--- src/rtl/seg_pkg.sv ---
// Shared definitions for the seven-segment scan path (scan controller and decoder).
package seg_pkg;

    localparam int NUM_DIGITS          = 8;
    localparam int REFRESH_DIV_DEFAULT = 100000;

    typedef logic [3:0] digit_t;
    typedef logic [2:0] sel_t;

    // Next digit index; the 3-bit width makes 7 roll over to 0 naturally.
    function automatic sel_t next_sel(input sel_t s);
        return s + 3'd1;
    endfunction

endpackage

--- src/rtl/seg_tick_gen.sv ---
// Free-running prescaler: tick is high for one cycle out of every DIV cycles.
import seg_pkg::*;

module seg_tick_gen #(
    parameter int DIV = REFRESH_DIV_DEFAULT
) (
    input  logic clk,
    input  logic rst_n,
    output logic tick
);

    localparam int            CW   = (DIV > 1) ? $clog2(DIV) : 1;
    localparam logic [CW-1:0] LAST = CW'(DIV - 1);

    logic [CW-1:0] cnt;

    // Tick is decoded from the count so it lines up with the wrap cycle itself.
    assign tick = (cnt == LAST);

    // Count 0..DIV-1 and wrap; restarting from 0 on reset gives a full first period.
    always_ff @(posedge clk or negedge rst_n) begin
        if (!rst_n)
            cnt <= '0;
        else if (tick)
            cnt <= '0;
        else
            cnt <= cnt + CW'(1);
    end

endmodule

--- src/rtl/seg_scan_ctrl.sv ---
// Time-multiplexed digit scanner feeding the seven-segment decoder.
// Holds eight hex digits, steps sel every REFRESH_DIV cycles, flags frame start.
import seg_pkg::*;

module seg_scan_ctrl #(
    parameter int REFRESH_DIV = REFRESH_DIV_DEFAULT
) (
    input  logic                  clk,
    input  logic                  rst_n,
    input  logic                  wr_en,
    input  logic [2:0]            wr_addr,
    input  logic [3:0]            wr_data,
    input  logic [NUM_DIGITS-1:0] digit_en,
    output logic [2:0]            sel,
    output logic [3:0]            num,
    output logic                  blank,
    output logic                  frame_start
);

    localparam sel_t LAST_SEL = sel_t'(NUM_DIGITS - 1);

    logic                           step;
    logic [NUM_DIGITS-1:0][3:0]     digits;

    seg_tick_gen #(
        .DIV   (REFRESH_DIV)
    ) u_tick (
        .clk   (clk),
        .rst_n (rst_n),
        .tick  (step)
    );

    // Host write port: one digit per cycle, no back-pressure, last write wins.
    always_ff @(posedge clk or negedge rst_n) begin
        if (!rst_n)
            digits <= '0;
        else if (wr_en)
            digits[wr_addr] <= wr_data;
    end

    // Advance the scan index on each step; flag the cycle sel lands on 0 after 7.
    // frame_start is derived from the pre-step sel so the first frame after
    // reset (which starts at 0 without a wrap) is not flagged.
    always_ff @(posedge clk or negedge rst_n) begin
        if (!rst_n) begin
            sel         <= '0;
            frame_start <= 1'b0;
        end else begin
            if (step)
                sel <= next_sel(sel);
            frame_start <= step && (sel == LAST_SEL);
        end
    end

    // Combinational read so a write to the incoming digit shows up together with the new sel.
    assign num   = digits[sel];
    assign blank = ~digit_en[sel];

endmodule

--- config.mk ---
export PLATFORM = sky130hd
export DESIGN_NAME = seg_scan_ctrl
export DESIGN_NICKNAME = d
export VERILOG_FILES = /design/src/rtl/seg_pkg.sv /design/src/rtl/seg_tick_gen.sv /design/src/rtl/seg_scan_ctrl.sv
export SDC_FILE = /design/constraint.sdc
export NUM_CORES = 1
export LEC_CHECK = 0
export ABC_AREA = 0
export CELL_PAD_IN_SITES_DETAIL_PLACEMENT = 0
export CELL_PAD_IN_SITES_GLOBAL_PLACEMENT = 1
export CORE_MARGIN = 2
export CORE_UTILIZATION = 52
export CTS_BUF_LIST = sky130_fd_sc_hd__clkbuf_8
export CTS_CLUSTER_SIZE = 40
export DETAILED_ROUTE_END_ITERATION = 10
export GPL_TIMING_DRIVEN = 0
export HOLD_SLACK_MARGIN = 0.15
export PLACE_DENSITY_LB_ADDON = 0.1
export SYNTH_ARGS = -nofsm -noshare
export SYNTH_HDL_FRONTEND = slang
export SYNTH_SLANG_ARGS = --single-unit
--- constraint.sdc ---
create_clock -name clk -period 4.75 [get_ports clk]
set_input_delay 0.95 -clock clk [delete_from_list [all_inputs] [get_ports clk]]
set_output_delay 0.95 -clock clk [all_outputs]
set_load 0.01 [all_outputs]
[Yosys cells after proc, flatten, opt, wreduce, memory -nomap -nowiden]
Index checks and enable logic that the tools add are counted.
Word-level totals
  register bits after elaboration: 53
  bits of input ports: 18
  output and inout bits: 9
Operators by class
  $add $sub $neg: 2
  $lt $le $gt $ge: 3
  equality and inequality tests: 2
  muxes and demuxes: 8
  bitwise logic cells: 1
  reduce and logical (&&, ||, !) cells: 2
Operators by type and width (count)
  bitwise mux 32 bit: 1
  adder 17 x 1 -> 17 bit (second input constant): 1
  equality test 17 bit (second input constant): 1
  2-to-1 mux 17 bit: 1
  binary-select mux 4 bit (select 3 bit): 1
  demux 4 bit (select 3 bit): 1
  < comparator 3 x 4 -> 1 bit (second input constant): 2
  2-to-1 mux 4 bit: 2
  adder 3 x 1 -> 3 bit (second input constant): 1
  binary-select mux 1 bit (select 3 bit): 1
  equality test 3 bit (second input constant): 1
  >= comparator 3 x 1 -> 1 bit (second input constant): 1
  logical AND 1 bit: 2
  2-to-1 mux 1 bit: 1
  inverter 1 bit: 1

[Logic depth before layout (Yosys ltp)]
  depth after elaboration: 5
  gate-level depth with buffers: 6
  mapped depth without buffers: 5

[Cells and area by module]
From an unflattened synthesis, not the netlist that was laid out.
Unflattened totals
  cell total of the unflattened synthesis: 174
  area, all modules: 2538.7 µm²
By module, submodules not included
  seg_scan_ctrl: instances 1, cells each 100, area each 1745.4 µm², seq. area each 900.9 µm²
  seg_tick_gen: instances 1, cells each 74, area each 793.3 µm², seq. area each 425.4 µm²

[Worst setup path after synthesis]
No wires, ideal clock.
  path kind: input port to output port
  from: input port digit_en[7]
  to: output port blank
  arrival time: 1.629 ns
  required time: 3.800 ns
  setup slack: 2.171 ns
  stages: 2
  path through: mux4_2 mux2i_1
Between the ends
  word-level cells in the longest chain between the ends: 3
Ends and longest elaborated chain
  start, declared: line seg_scan_ctrl.sv:13  | input logic [NUM_DIGITS-1:0] digit_en,
  binary-select mux 1 bit (select 3 bit): line seg_scan_ctrl.sv:57  | assign blank = ~digit_en[sel];
  2-to-1 mux 1 bit (implied by the code): line seg_scan_ctrl.sv:57
  inverter 1 bit: line seg_scan_ctrl.sv:57
  end, declared: line seg_scan_ctrl.sv:16  | output logic blank,
No other way between the ends. The select of a mux whose other input is x is not followed.

[Worst setup path after layout]
Same ends and word-level chain as after synthesis.

==> flow_metrics.env <==
export IMPL_cp_top_family="buffers and inverters"
export IMPL_drtIter0Drc=124
export IMPL_ir_drop_uv=215
export IMPL_max_stage_delay_ns=0.55
export IMPL_skew_ns=0.00887
export IMPL_dp_hpwl_mm=3.54
export IMPL_status="complete, no violations"
export IMPL_fp_row_count=25
export IMPL_drc=0
export IMPL_p_per_area_mw_per_mm2=314
export IMPL_syn_to_final_growth_pct=17.0
export IMPL_crit_path_cell_trace="clkdlybuf4s50_1 > mux4_2 > mux2i_1 > clkdlybuf4s50_1"
export IMPL_period_minus_slack_ns=3.46
export IMPL_maxCapViolations=0
export IMPL_critPathMaxFanout=1
export IMPL_drive_gt1_frac=0.293
export IMPL_hold_violations=0
export IMPL_synth_area_mm2=0.00251
export IMPL_cts_root_buf="clkbuf_8"
export IMPL_cts_tree="built"
export IMPL_insertion_delay_ns=0.30
export IMPL_setup_viol=0
export IMPL_crit_path_top_delay_cell="clkdlybuf4s50_1"
export IMPL_portBuffers=26
export IMPL_startpoint="digit_en[7]"
export IMPL_wl_mm=4.82
export IMPL_endpoint_kind="output port"
export IMPL_worst_path_most_repeated_cell="clkdlybuf4s50_1"
export IMPL_start_kind="primary input"
export IMPL_cts_htree_levels=2
export IMPL_via_per_inst=5.83
export IMPL_antenna_found_initial=0
export IMPL_ys_seq_elements=53
export IMPL_ys_warn_count=0
export IMPL_rsz0062_at_grt="no"
export IMPL_synth_top_area_share=0.529
export IMPL_numCtsBuffers=5
export IMPL_grt_pass1_vias=1620
export IMPL_synth_top_area_cell="dfrtp_1"
export IMPL_syn_avg_cell_area_um2=13.9
export IMPL_grt_first_pass_wirelength_mm=8.02
export IMPL_synthTopCellsByArea="dfrtp_1 53%, mux2_2 16%, mux4_2 9.0%"
export IMPL_start_util=0.534
export IMPL_pre_cts_ws_ns=1.28
export IMPL_die_x_um=73.4
export IMPL_cts_setup_buffers=0
export IMPL_num_vias=1569
export IMPL_num_antenna_cells=0
export IMPL_yosysUniqueCellTypes=33
export IMPL_firstDrtPassIters=4
export IMPL_clkTransAtPathRegs_ns=0.08
export IMPL_fmax_mhz=289
export IMPL_tns_ns=0
export IMPL_io_pins=27
export IMPL_relSlewSlack=0.433
export IMPL_synthCells=180
export IMPL_synth_fp_nets=201
export IMPL_clock_sinks=53
export IMPL_hold_buffers=0
export IMPL_gr_usage_all_layers=0.203
export IMPL_nFillCells=378
export IMPL_crit_required_ns=3.80
export IMPL_hold_path_class="flip-flop to flip-flop"
export IMPL_tightest_slew_ns=0.848
export IMPL_die_h_um=73.4
export IMPL_ctsResizeCount=0
export IMPL_final_net_count=235
export IMPL_place_congestion=0.820
export IMPL_drtAntennaViolNets=0
export IMPL_p_leak_nw=1.23
export IMPL_critical_path_class="primary input to output port"
export IMPL_cts_buffer_depth=2
export IMPL_coreArea_mm2=0.00469
export IMPL_grt_ovfl_total=0
export IMPL_wl_per_cell_um=17.9
export IMPL_r2r_start="u_tick.cnt[14]"
export IMPL_dieArea_mm2=0.00539
export IMPL_arrival_ns=2.51
export IMPL_cp_num_buf_inv=2
export IMPL_min_delay_start="u_tick.cnt[0]"
export IMPL_setup_ws_ns=1.29
export IMPL_seq_area_frac_synth=0.529
export IMPL_slew_violations=0
export IMPL_fin_crit_sh=0.729
export IMPL_grt_max_degree=28
[registers in the layout, indices dropped and copies added, names as in the netlist]
name         count
u_tick.cnt      17
frame_start      1
digits          32
sel              3
[cell families (layout without fill, tap and decap cells)]
group | after synthesis | count (layout) | synth area share
adder cells (fa/ha/maj) | 3 | 3 | 0.0150
XOR/XNOR | 15 | 15 | 0.0524
AND/OR/NAND/NOR | 50 | 50 | 0.118
AO/OA/AOI/OAI | 2 | 2 | 0.00649
multiplexers | 49 | 49 | 0.265
flip-flops | 53 | 53 | 0.529
buffers and inverters | 8 | 43 | 0.0145
[final timing paths]
check	to	slack [ns]	depth (start not counted)
max in group asynchronous	u_tick.cnt[4]	3.53	2
max	blank	1.29	4
min reg2reg	u_tick.cnt[0]	0.50	1
max reg2reg	sel[0]	2.89	5
min in group asynchronous	digits[4]	0.66	1
min	u_tick.cnt[0]	0.50	1
[placed cells by master (no fill, tap or decap), drive strengths merged, types with 4 or more instances in the layout]
cell and count:
dfrtp 53, mux2 38, clkdlybuf4s50 25, nor2 10
mux4 10, xnor2 9, nand2 7, xor2 6
nor3 6, clkbuf 6, buf 6, nand3 5
nand4 5, inv 4
[synth_stat cells]
master,n
or4b_2,1
nand4bb_1,1
nand2b_1,1
buf_4,1
o31ai_1,1
and4_1,1
buf_1,1
mux2_2,36
nor3_1,5
dfrtp_1,53
a21oi_2,1
mux2i_1,1
nand3_1,5
nand4_1,4
buf_2,2
inv_1,3
nor2_1,10
mux2_1,2
or4_1,1
nor4_1,3
xnor2_1,9
ha_1,3
nand2_1,7
mux4_2,10
or4_4,1
nor3b_1,2
nand4_2,1
xor2_1,6
nand4b_1,3
clkbuf_1,1
or3_1,2
nor2b_1,1
nor3_2,1
[final cells by class]
class / count / area (um^2) / share of cell area
buffer: 5 / 25.0 / 0.00854
clock inverter: 3 / 13.8 / 0.00469
multi-input combinational: 119 / 1140 / 0.390
timing repair buffer: 27 / 275 / 0.0939
tap: 54 / 67.6 / 0.0230
clock buffer: 5 / 68.8 / 0.0235
sequential: 53 / 1330 / 0.452
inverter: 3 / 11.3 / 0.00384
[where the power goes]
part	leakage (nW)	internal [mW]	switching (mW)	total, mW
clock	0.0491	0.100	0.136	0.236
sequential	0.663	0.511	0.0287	0.539
combinational	0.515	0.0983	0.0480	0.146
[stage by stage]
| step | util | hold slack (ns) | power, mW | instances | cell area, um^2 |
|---|---|---|---|---|---|
| floorplan | - | 0.453 | 0.629 | 180 | 2510 |
| global placement | 0.604 | 0.476 | 0.684 | 260 | 2830 |
| detailed placement | 0.607 | 0.486 | 0.697 | 261 | 2850 |
| CTS | 0.625 | 0.500 | 0.934 | 269 | 2930 |
| global route | 0.625 | 0.524 | 0.969 | 269 | 2930 |
| finish | 0.625 | 0.497 | 0.921 | 269 | 2930 |
[layer usage]
metal | GRT usage | vias to the layer above | share of wire
met5 | 0 | - | 0
met4 | 0.0707 | 0 | 0.013
met3 | 0.0494 | 7 | 0.041
met2 | 0.313 | 37 | 0.48
met1 | 0.283 | 792 | 0.47
li1 | - | 733 | -
Note: power is estimated with default switching activity, not from simulation.
==> patch (same flow settings) <==
Register the inputs `wr_en`, `wr_addr`, `wr_data` and `digit_en` before use. The logic sees them one clock later.
--- a/src/rtl/seg_scan_ctrl.sv
+++ b/src/rtl/seg_scan_ctrl.sv
@@ -20,4 +20,16 @@
     localparam sel_t LAST_SEL = sel_t'(NUM_DIGITS - 1);
 
+    logic wr_en_q;
+    logic [2:0] wr_addr_q;
+    logic [3:0] wr_data_q;
+    logic [NUM_DIGITS-1:0] digit_en_q;
+
+    always_ff @(posedge clk) begin
+        wr_en_q    <= wr_en;
+        wr_addr_q  <= wr_addr;
+        wr_data_q  <= wr_data;
+        digit_en_q <= digit_en;
+    end
+
     logic                           step;
     logic [NUM_DIGITS-1:0][3:0]     digits;
@@ -35,6 +47,6 @@
         if (!rst_n)
             digits <= '0;
-        else if (wr_en)
-            digits[wr_addr] <= wr_data;
+        else if (wr_en_q)
+            digits[wr_addr_q] <= wr_data_q;
     end
 
@@ -55,5 +67,5 @@
     // Combinational read so a write to the incoming digit shows up together with the new sel.
     assign num   = digits[sel];
-    assign blank = ~digit_en[sel];
+    assign blank = ~digit_en_q[sel];
 
 endmodule
Function: changed (a bounded check fails within 4 cycles, from zero or initial values and one cycle with rst_n low).
==> patch against the unedited design <==
Utilization up 3.2 points; area after synthesis up 13%; worst hold slack worse by 14 ps; cell area up 16%; worst setup slack better by 24 ps; total power up 43%; sequential cell count up 16; clock skew down 1.5 ps; routed wire length up 10%; critical endpoint is now num[3]; largest cell class unchanged.
==> patch: results (changes against the unedited design) <==
* Antenna cells at 0 (unchanged)
* Nets@finish at 255 (+8.5%)
* Sequential share of the synthesized area at 0.583 (+0.0534)
* Initial antenna violation count at 0 (unchanged)
* Status: finished clean
* Synthesized Nets at 217 (+8.0%)
* GRT Total Usage at 0.204 (+0.00132)
* Final cell count without fillers at 309 (+15%)
* Pleak at 1.41 nW (+15%)
* Final setup fails at 0 (unchanged)
* Placed Cells at 293 (+12%)
* Clock root cell: clkbuf_8
* CTS max path bufs at 2 (unchanged)
* Yosys warning count at 0 (unchanged)
* Area contributors post-synth: dfrtp_1, mux2_2, dfxtp_1, mux4_2, xnor2_1
* CTS clk-pin slew, worst paths at 80 ps (about the same)
* Placer Congestion at 0.807 (-1.6%)
* CP Max Fanout at 10 (+9)
* Port Buf Inserts at 26 (unchanged)
* CTS resizes at 0 (unchanged)
* Routed WL per cell at 17.2 um (-4.1%)
* Num CTS Buffers at 9 (+4)
* Arr. time, crit path at 2490 ps (-20 ps)
* Dpl hpwl at 3.95 mm (+12%)
* Clk_lat worst skew at 330 ps (+30 ps)
* Vias in the first global route at 1807 (+12%)
* Post-synth cell types at 34 (+3.0%)
* Async SR Flop Fraction at 0.768 (-0.232)
* Layout cells sized above 1 at 0.301 (+0.00823)
* Pre-CTS WS at 1650 ps (+370 ps)
* Fillers at 390 (+3.2%)
* Postcts setup bufs at 0 (unchanged)
* Max_slew headroom at 0.432 (-0.00142)
* H-tree lvl count at 3 (+1)
* Most common library cells after synthesis: dfrtp_1, mux2_2, dfxtp_1
* Setup Skew at 7.38 ps (-1.48 ps)
* Drt first-iter violations at 140 (+13%)
* First-pass GRT wire length at 9.23 mm (+15%)
* Via count at 1709 (+8.9%)
* Pin count of the biggest net entering global routing at 45 (+61%)
* Worst vdd ir at 0.220 mV (+2.5%)
* Largest regs: digits (32), u_tick.cnt (17), digit_en_q (8)
* First-pass DRT Iterations at 4 (unchanged)
* Post-Syn Instances at 196 (+8.9%)
* Worst Hold Class: in2async
[patch: cell types whose count changed after synthesis, sizes merged]
cell,before,now
dfxtp,0,16
[patch: kinds of logic (layout without fill, tap and decap cells)]
family                   count (synthesis)  count (layout)  share of synthesized area
buffers and inverters                    8              51                     0.0128
XOR/XNOR                                15              15                     0.0465
AND/OR/NAND/NOR                         50              50                      0.104
AO/OA/AOI/OAI                            2               2                    0.00576
flip-flops                              69              69                      0.583
multiplexers                            49              49                      0.235
adder cells (fa/ha/maj)                  3               3                     0.0133
[patch: power by group]
part	leakage (nW)	internal, mW	switching [mW]
Sequential	0.798	0.652	0.0368
Clock	0.0955	0.260	0.221
Combinational	0.515	0.0983	0.0462
[patch: layer usage]
metal / vias up / wire length, um / part of all wire / global-route usage
met4: 0 / 68 / 0.013 / 0.0661
met1: 859 / 2430 / 0.46 / 0.286
met2: 47 / 2550 / 0.48 / 0.302
li1: 795 / - / - / -
met5: - / 0 / 0 / 0
met3: 8 / 263 / 0.050 / 0.0686
[patch: worst paths after layout]
check,start,to,slack (ps),depth (start not counted)
min in group clk,u_tick.cnt[0]$_DFF_PN0_,u_tick.cnt[0]$_DFF_PN0_,490,1
max in group asynchronous,rst_n,digits[15]$_DFFE_PN0P_,3760,2
max,sel[1]$_DFFE_PN0N_,num[3],1310,4
max reg2reg,u_tick.cnt[14]$_DFF_PN0_,sel[0]$_DFFE_PN0N_,2890,5
min,rst_n,digits[1]$_DFFE_PN0P_,480,1
min reg2reg,u_tick.cnt[0]$_DFF_PN0_,u_tick.cnt[0]$_DFF_PN0_,490,1
[patch: final cells by class]
cell class                      count  area, um^2  share of cell area
Buffer                              5        25.0             0.00737
Clock buffer                       10         138              0.0405
Clock inverter                      6        70.1              0.0206
Inverter                            3        11.3             0.00331
Multi-Input combinational cell    119        1140               0.337
Sequential cell                    69        1650               0.485
Tap cell                           70        87.6              0.0258
Timing Repair Buffer               27         275              0.0810
[patch: worst max-delay path, cell delays in order (launching register included)]
cell	delay [ps]
dfrtp_1	430
clkbuf_1	510
mux4_2	420
mux2_2	310
clkdlybuf4s50_1	490
[patch: stage by stage]
step / util / instance area, um^2 / hold WS [ps]
2_1_floorplan: - / 2830 / 453
5_1_grt: 0.657 / 3400 / 473
3_3_place_gp: 0.614 / 3170 / 467
4_1_cts: 0.657 / 3400 / 473
6_report: 0.657 / 3400 / 482
3_5_place_dp: 0.617 / 3190 / 483
